[src/rtl/spi_cmd_seq.sv]
// SPI register-access sequencer: queues a command/data byte pair into a TX FIFO,
// drains the echoed reply pair from an RX FIFO and returns the read byte.
module spi_cmd_seq #(
  parameter int TIMEOUT_CYC = 4096,
  parameter int CNT_W       = 13
) (
  input  logic       CLK,
  input  logic       RST,
  input  logic       START,
  input  logic       RW,
  input  logic [6:0] ADDR,
  input  logic [7:0] WDATA,
  output logic       BUSY,
  output logic       DONE,
  output logic       ERR,
  output logic [7:0] RDATA,
  input  logic       TX_FULL,
  output logic       TX_WR,
  output logic [7:0] TX_DIN,
  input  logic       RX_EMPTY,
  output logic       RX_RD,
  input  logic [7:0] RX_DOUT
);

  typedef enum logic [3:0] {
    IDLE, TX_CMD, TX_DAT, RX_WAIT0, RX_POP0, RX_WAIT1, RX_POP1, RX_CAP, FINISH
  } state_t;

  localparam logic [CNT_W-1:0] CNT_LAST = CNT_W'(TIMEOUT_CYC - 1);
  localparam logic [CNT_W-1:0] CNT_MAX  = '1;

  state_t           state;
  logic             rw_q;
  logic [7:0]       dat_q;
  logic [CNT_W-1:0] cnt;

  // The write strobe tracks TX_FULL in the same cycle so a byte never lands on a full FIFO.
  assign TX_WR = ((state == TX_CMD) || (state == TX_DAT)) && !TX_FULL;

  always_ff @(posedge CLK or posedge RST) begin
    if (RST) begin
      state  <= IDLE;
      rw_q   <= 1'b0;
      dat_q  <= 8'h00;
      cnt    <= '0;
      BUSY   <= 1'b0;
      DONE   <= 1'b0;
      ERR    <= 1'b0;
      RDATA  <= 8'h00;
      TX_DIN <= 8'h00;
      RX_RD  <= 1'b0;
    end else begin
      // NOTE: non-blocking only; every branch below reads the pre-edge value of every register.
      DONE  <= 1'b0;
      ERR   <= 1'b0;
      RX_RD <= 1'b0;
      case (state)
        IDLE: begin
          if (START) begin
            rw_q   <= RW;
            dat_q  <= RW ? 8'h00 : WDATA;
            TX_DIN <= {RW, ADDR};
            BUSY   <= 1'b1;
            state  <= TX_CMD;
          end
        end
        TX_CMD: begin
          if (!TX_FULL) begin
            TX_DIN <= dat_q;
            state  <= TX_DAT;
          end
        end
        TX_DAT: begin
          if (!TX_FULL) begin
            cnt   <= '0;
            state <= RX_WAIT0;
          end
        end
        RX_WAIT0, RX_WAIT1: begin
          // Arriving data outranks a timeout that expires in the same cycle.
          if (!RX_EMPTY) begin
            RX_RD <= 1'b1;
            state <= (state == RX_WAIT0) ? RX_POP0 : RX_POP1;
          end else if (cnt == CNT_LAST) begin
            DONE  <= 1'b1;
            ERR   <= 1'b1;
            BUSY  <= 1'b0;
            state <= FINISH;
          end else if (cnt != CNT_MAX) begin
            cnt <= cnt + 1'b1;
          end
        end
        RX_POP0: begin
          cnt   <= '0;
          state <= RX_WAIT1;
        end
        RX_POP1: state <= RX_CAP;
        RX_CAP: begin
          if (rw_q) RDATA <= RX_DOUT;
          DONE  <= 1'b1;
          BUSY  <= 1'b0;
          state <= FINISH;
        end
        FINISH:  state <= IDLE;
        default: state <= IDLE;
      endcase
    end
  end

endmodule

[config.mk]
export PLATFORM = sky130hd
export DESIGN_NAME = spi_cmd_seq
export DESIGN_NICKNAME = d
export VERILOG_FILES = /design/src/rtl/spi_cmd_seq.sv
export SDC_FILE = /design/constraint.sdc
export NUM_CORES = 1
export LEC_CHECK = 0
export CORE_AREA = 5 5 74 76
export CTS_BUF_LIST = sky130_fd_sc_hd__clkbuf_4
export DETAILED_ROUTE_END_ITERATION = 8
export DIE_AREA = 0 0 79 81
export GPL_ROUTABILITY_DRIVEN = 0
export GPL_TIMING_DRIVEN = 0
export PLACE_DENSITY = 0.78
export SETUP_SLACK_MARGIN = 0.02
export SLEW_MARGIN = 15
export SYNTH_ARGS = -nofsm -noshare
export SYNTH_HDL_FRONTEND = slang
export SYNTH_SLANG_ARGS = --single-unit
[constraint.sdc]
create_clock -name CLK -period 4.5 [get_ports CLK]
set_input_delay 0.675 -clock CLK [delete_from_list [all_inputs] [get_ports CLK]]
set_output_delay 0.675 -clock CLK [all_outputs]
set_load 0.02 [all_outputs]
==> run summary <==
Hold buffers post-CTS: 0
CTS Root Cell: clkbuf_4
Initial Util: 48.97%
DRT Pass-1 Iters: 4
Worst hold path type: reg -> reg
DP HPWL: 3766 µm
Die Width: 79 µm
PortBufs: 47
VDD IR-drop max: 0.3481 mV
Critical path class: in -> out
DRC: 0
Post-CTS sizing: 0
Vias per cell: 5.535
CP most frequent cell: clkdlybuf4s50_1
Area Overhead vs Synth: 26.54%
# H-tree levels: 2
Endpoints failing hold: 0
Skew final: 0.006961 ns
Post-Synthesis Cells: 224
Crit path cell chain: clkdlybuf4s50_1, nor4_1, clkdlybuf4s50_1
First-pass GRT wire length: 9052 µm
Clk_lat worst skew: 0.36 ns
Worst path max stage delay: 0.68 ns
Final setup vio count: 0
I/O pin count: 50
CP max-delay cell: clkdlybuf4s50_1
Net Count, Synth: 254
Min Tclk post-route: 2.821 ns
Clock sinks: 46
Max Root-Sink Buffers: 2
Clk slew on worst S/H paths: 0.13 ns
DRT iter0 DRCs: 64
R2r setup slk: 2.56 ns
Drt wl/cell: 15.16 µm
MaxCap Viol Count: 0
Nets: 309
Post-CTS Setup Bufs: 0
Number of synthesized flops with an enable pin: 0
# rows: 25
Placed cell areas: 2840 µm²
Rel. slew slack: 58.35%
CTS tree: built
RSZ-0062 raised after global routing: no
Hold Path Stages: 1
Synth Flop Type: dfrtp_1
Final wirelength: 5047 µm
Netlist cell types: 50
CTS buffer count: 5
Die ar.: 6399 µm²
Post-route ant nets: 0
Post-synthesis sequential area ratio: 50.44%
Worst slack at placement: 1.702 ns
CP max FO: 5
Remaining Overflow, GRT: 0
Die Y: 81 µm
Initial antenna violation count: 0
Yosys warns: 0
Worst Path Required: 3.83 ns
Core area: 4661 µm²
Leak Pwr: 1.233 nW
CP Launch Type: input port
Largest net degree at the start of global routing: 31
Final Cell Area: 2888 µm²
Syn Area/Cell: 10.19 µm²
CP Capture Type: output port
#FFs+latches synth: 46
FMAX: 0.3545 GHz
Tcrit/Tclk final: 62.69%
Share of layout cells above drive strength 1: 14.34%
Actual slew at the worst max-slew pin: 0.6190 ns
Total GRT Usage: 17.76%
Post-synthesis async set-or-reset flop share: 100.0%
Setup_tns: 0 ns
Pwr/cell area: 590.4 nW/µm²
Outcome: finished, final reports clean
Diode count: 0
Final Max Slew Viols: 0
Mapped Area: 2282 µm²
Crit path DAT: 2.15 ns
R2R cell count: 7
Via count: 1,843
Min setup slack post-route: 1.679 ns
Vias in the first global route: 1,943
power breakdown:
part           total [W]  internal [W]  switching, W
Combinational   0.000889      0.000413      0.000476
Sequential      0.000628      0.000551     0.0000774
Clock           0.000188     0.0000565      0.000131
final timing paths:
kind                                    endpoint            startpoint
min in group asynchronous   RDATA[0]$_DFFE_PP0P_                   RST
max in group asynchronous     cnt[0]$_DFFE_PP0P_                   RST
max reg2reg                TX_DIN[0]$_DFFE_PP0P_  state[2]$_DFFE_PP0P_
min                          cnt[11]$_DFFE_PP0P_   cnt[11]$_DFFE_PP0P_
max                                        TX_WR               TX_FULL
min reg2reg                  cnt[11]$_DFFE_PP0P_   cnt[11]$_DFFE_PP0P_
layout by cell type, fill, tap and decap left out, types with 2 or more instances in the layout:
cell | synthesis | routed
o41ai_1 | 4 | 4
buf_4 | 3 | 3
and2b_1 | 2 | 2
o31ai_1 | 4 | 4
dfrtp_1 | 46 | 46
and2_1 | 2 | 2
inv_1 | 5 | 4
nand2b_1 | 10 | 10
nor2b_1 | 2 | 2
clkbuf_4 | 0 | 5
o21ai_0 | 21 | 21
nand4_1 | 3 | 3
a31oi_1 | 2 | 2
clkinv_2 | 0 | 2
nor2_1 | 16 | 16
mux2i_1 | 8 | 8
nand2_1 | 18 | 18
buf_2 | 2 | 2
buf_6 | 2 | 2
a41oi_1 | 2 | 2
a31o_2 | 2 | 2
nor4_1 | 2 | 2
o21ai_2 | 2 | 2
clkdlybuf4s50_1 | 0 | 47
and3_1 | 2 | 2
a21oi_1 | 14 | 14
mux2_2 | 10 | 10
o21ai_1 | 3 | 3
nand3_1 | 10 | 10
clkbuf_1 | 4 | 4
per-stage QoR:
step                instances  hold WS [ns]  power (W)  utilization [%]
floorplan                 224        0.4480   0.001209                -
global placement          325        0.4608   0.001506            60.51
detailed placement        326        0.4721   0.001535            60.94
CTS                       333        0.5018   0.001724            61.96
global route              333        0.5143   0.001847            61.96
finish                    333        0.4996   0.001705            61.96
state kept, by name, summed over array words and instances, names as in the netlist:
register and count:
RDATA 8, state 4, DONE 1, RX_RD 1
cnt 13, BUSY 1, dat_q 8, ERR 1
rw_q 1, TX_DIN 8
logic make-up after synthesis:
| kind of cell | after synthesis | synth area share, % |
|---|---|---|
| AND/OR/NAND/NOR | 80 | 19.19 |
| AO/OA/AOI/OAI | 59 | 15.90 |
| flip-flops | 46 | 50.44 |
| buffers and inverters | 18 | 4.714 |
| multiplexers | 18 | 8.443 |
| XOR/XNOR | 2 | 0.7677 |
| adder cells (fa/ha/maj) | 1 | 0.5482 |
area by class of cell:
| cell class | instances | area (µm²) |
|---|---|---|
| fillers | 375 | 1773 |
| well taps | 54 | 67.56 |
| clock buffers | 5 | 37.54 |
| multi-input cells | 160 | 1023 |
| inverters | 5 | 18.77 |
| repair buffers | 48 | 490.5 |
| flip-flops and latches | 46 | 1151 |
| clock inverters | 2 | 10.01 |
| plain buffers | 13 | 88.84 |
layer usage:
layer  vias to the layer above  GRT usage (%)  part of all wire, %  routed length, µm
li1                        905              -                    -                  -
met1                       885          21.93                   43               2150
met2                        47          29.04                   48               2435
met3                         6          7.317                  8.3                417
met4                         0          4.467                 0.87                 44
met5                         -              0                    0                  0
synthesized netlist by cell type, types with 2 or more instances:
cell | number | area (µm²)
and2b_1 | 2 | 15.01
a31oi_1 | 2 | 12.51
buf_6 | 2 | 22.52
a21oi_1 | 14 | 70.07
nor4_1 | 2 | 12.51
o21ai_2 | 2 | 17.52
nor2b_1 | 2 | 12.51
nor2_1 | 16 | 60.06
o21ai_1 | 3 | 15.01
nand2_1 | 18 | 67.56
mux2i_1 | 8 | 80.08
nand4_1 | 3 | 18.77
buf_2 | 2 | 10.01
o21ai_0 | 21 | 105.1
dfrtp_1 | 46 | 1151
nand2b_1 | 10 | 62.56
o31ai_1 | 4 | 30.03
inv_1 | 5 | 18.77
buf_4 | 3 | 22.52
and3_1 | 2 | 12.51
o41ai_1 | 4 | 35.03
clkbuf_1 | 4 | 15.01
and2_1 | 2 | 12.51
mux2_2 | 10 | 112.6
a31o_2 | 2 | 17.52
a41oi_1 | 2 | 17.52
nand3_1 | 10 | 50.05
critical path, delay by kind of cell:
kind	cells	cell delay, ns
simple gates	1	0.29
buf+inv	2	1.18
Power figures use the tool's default switching activity.
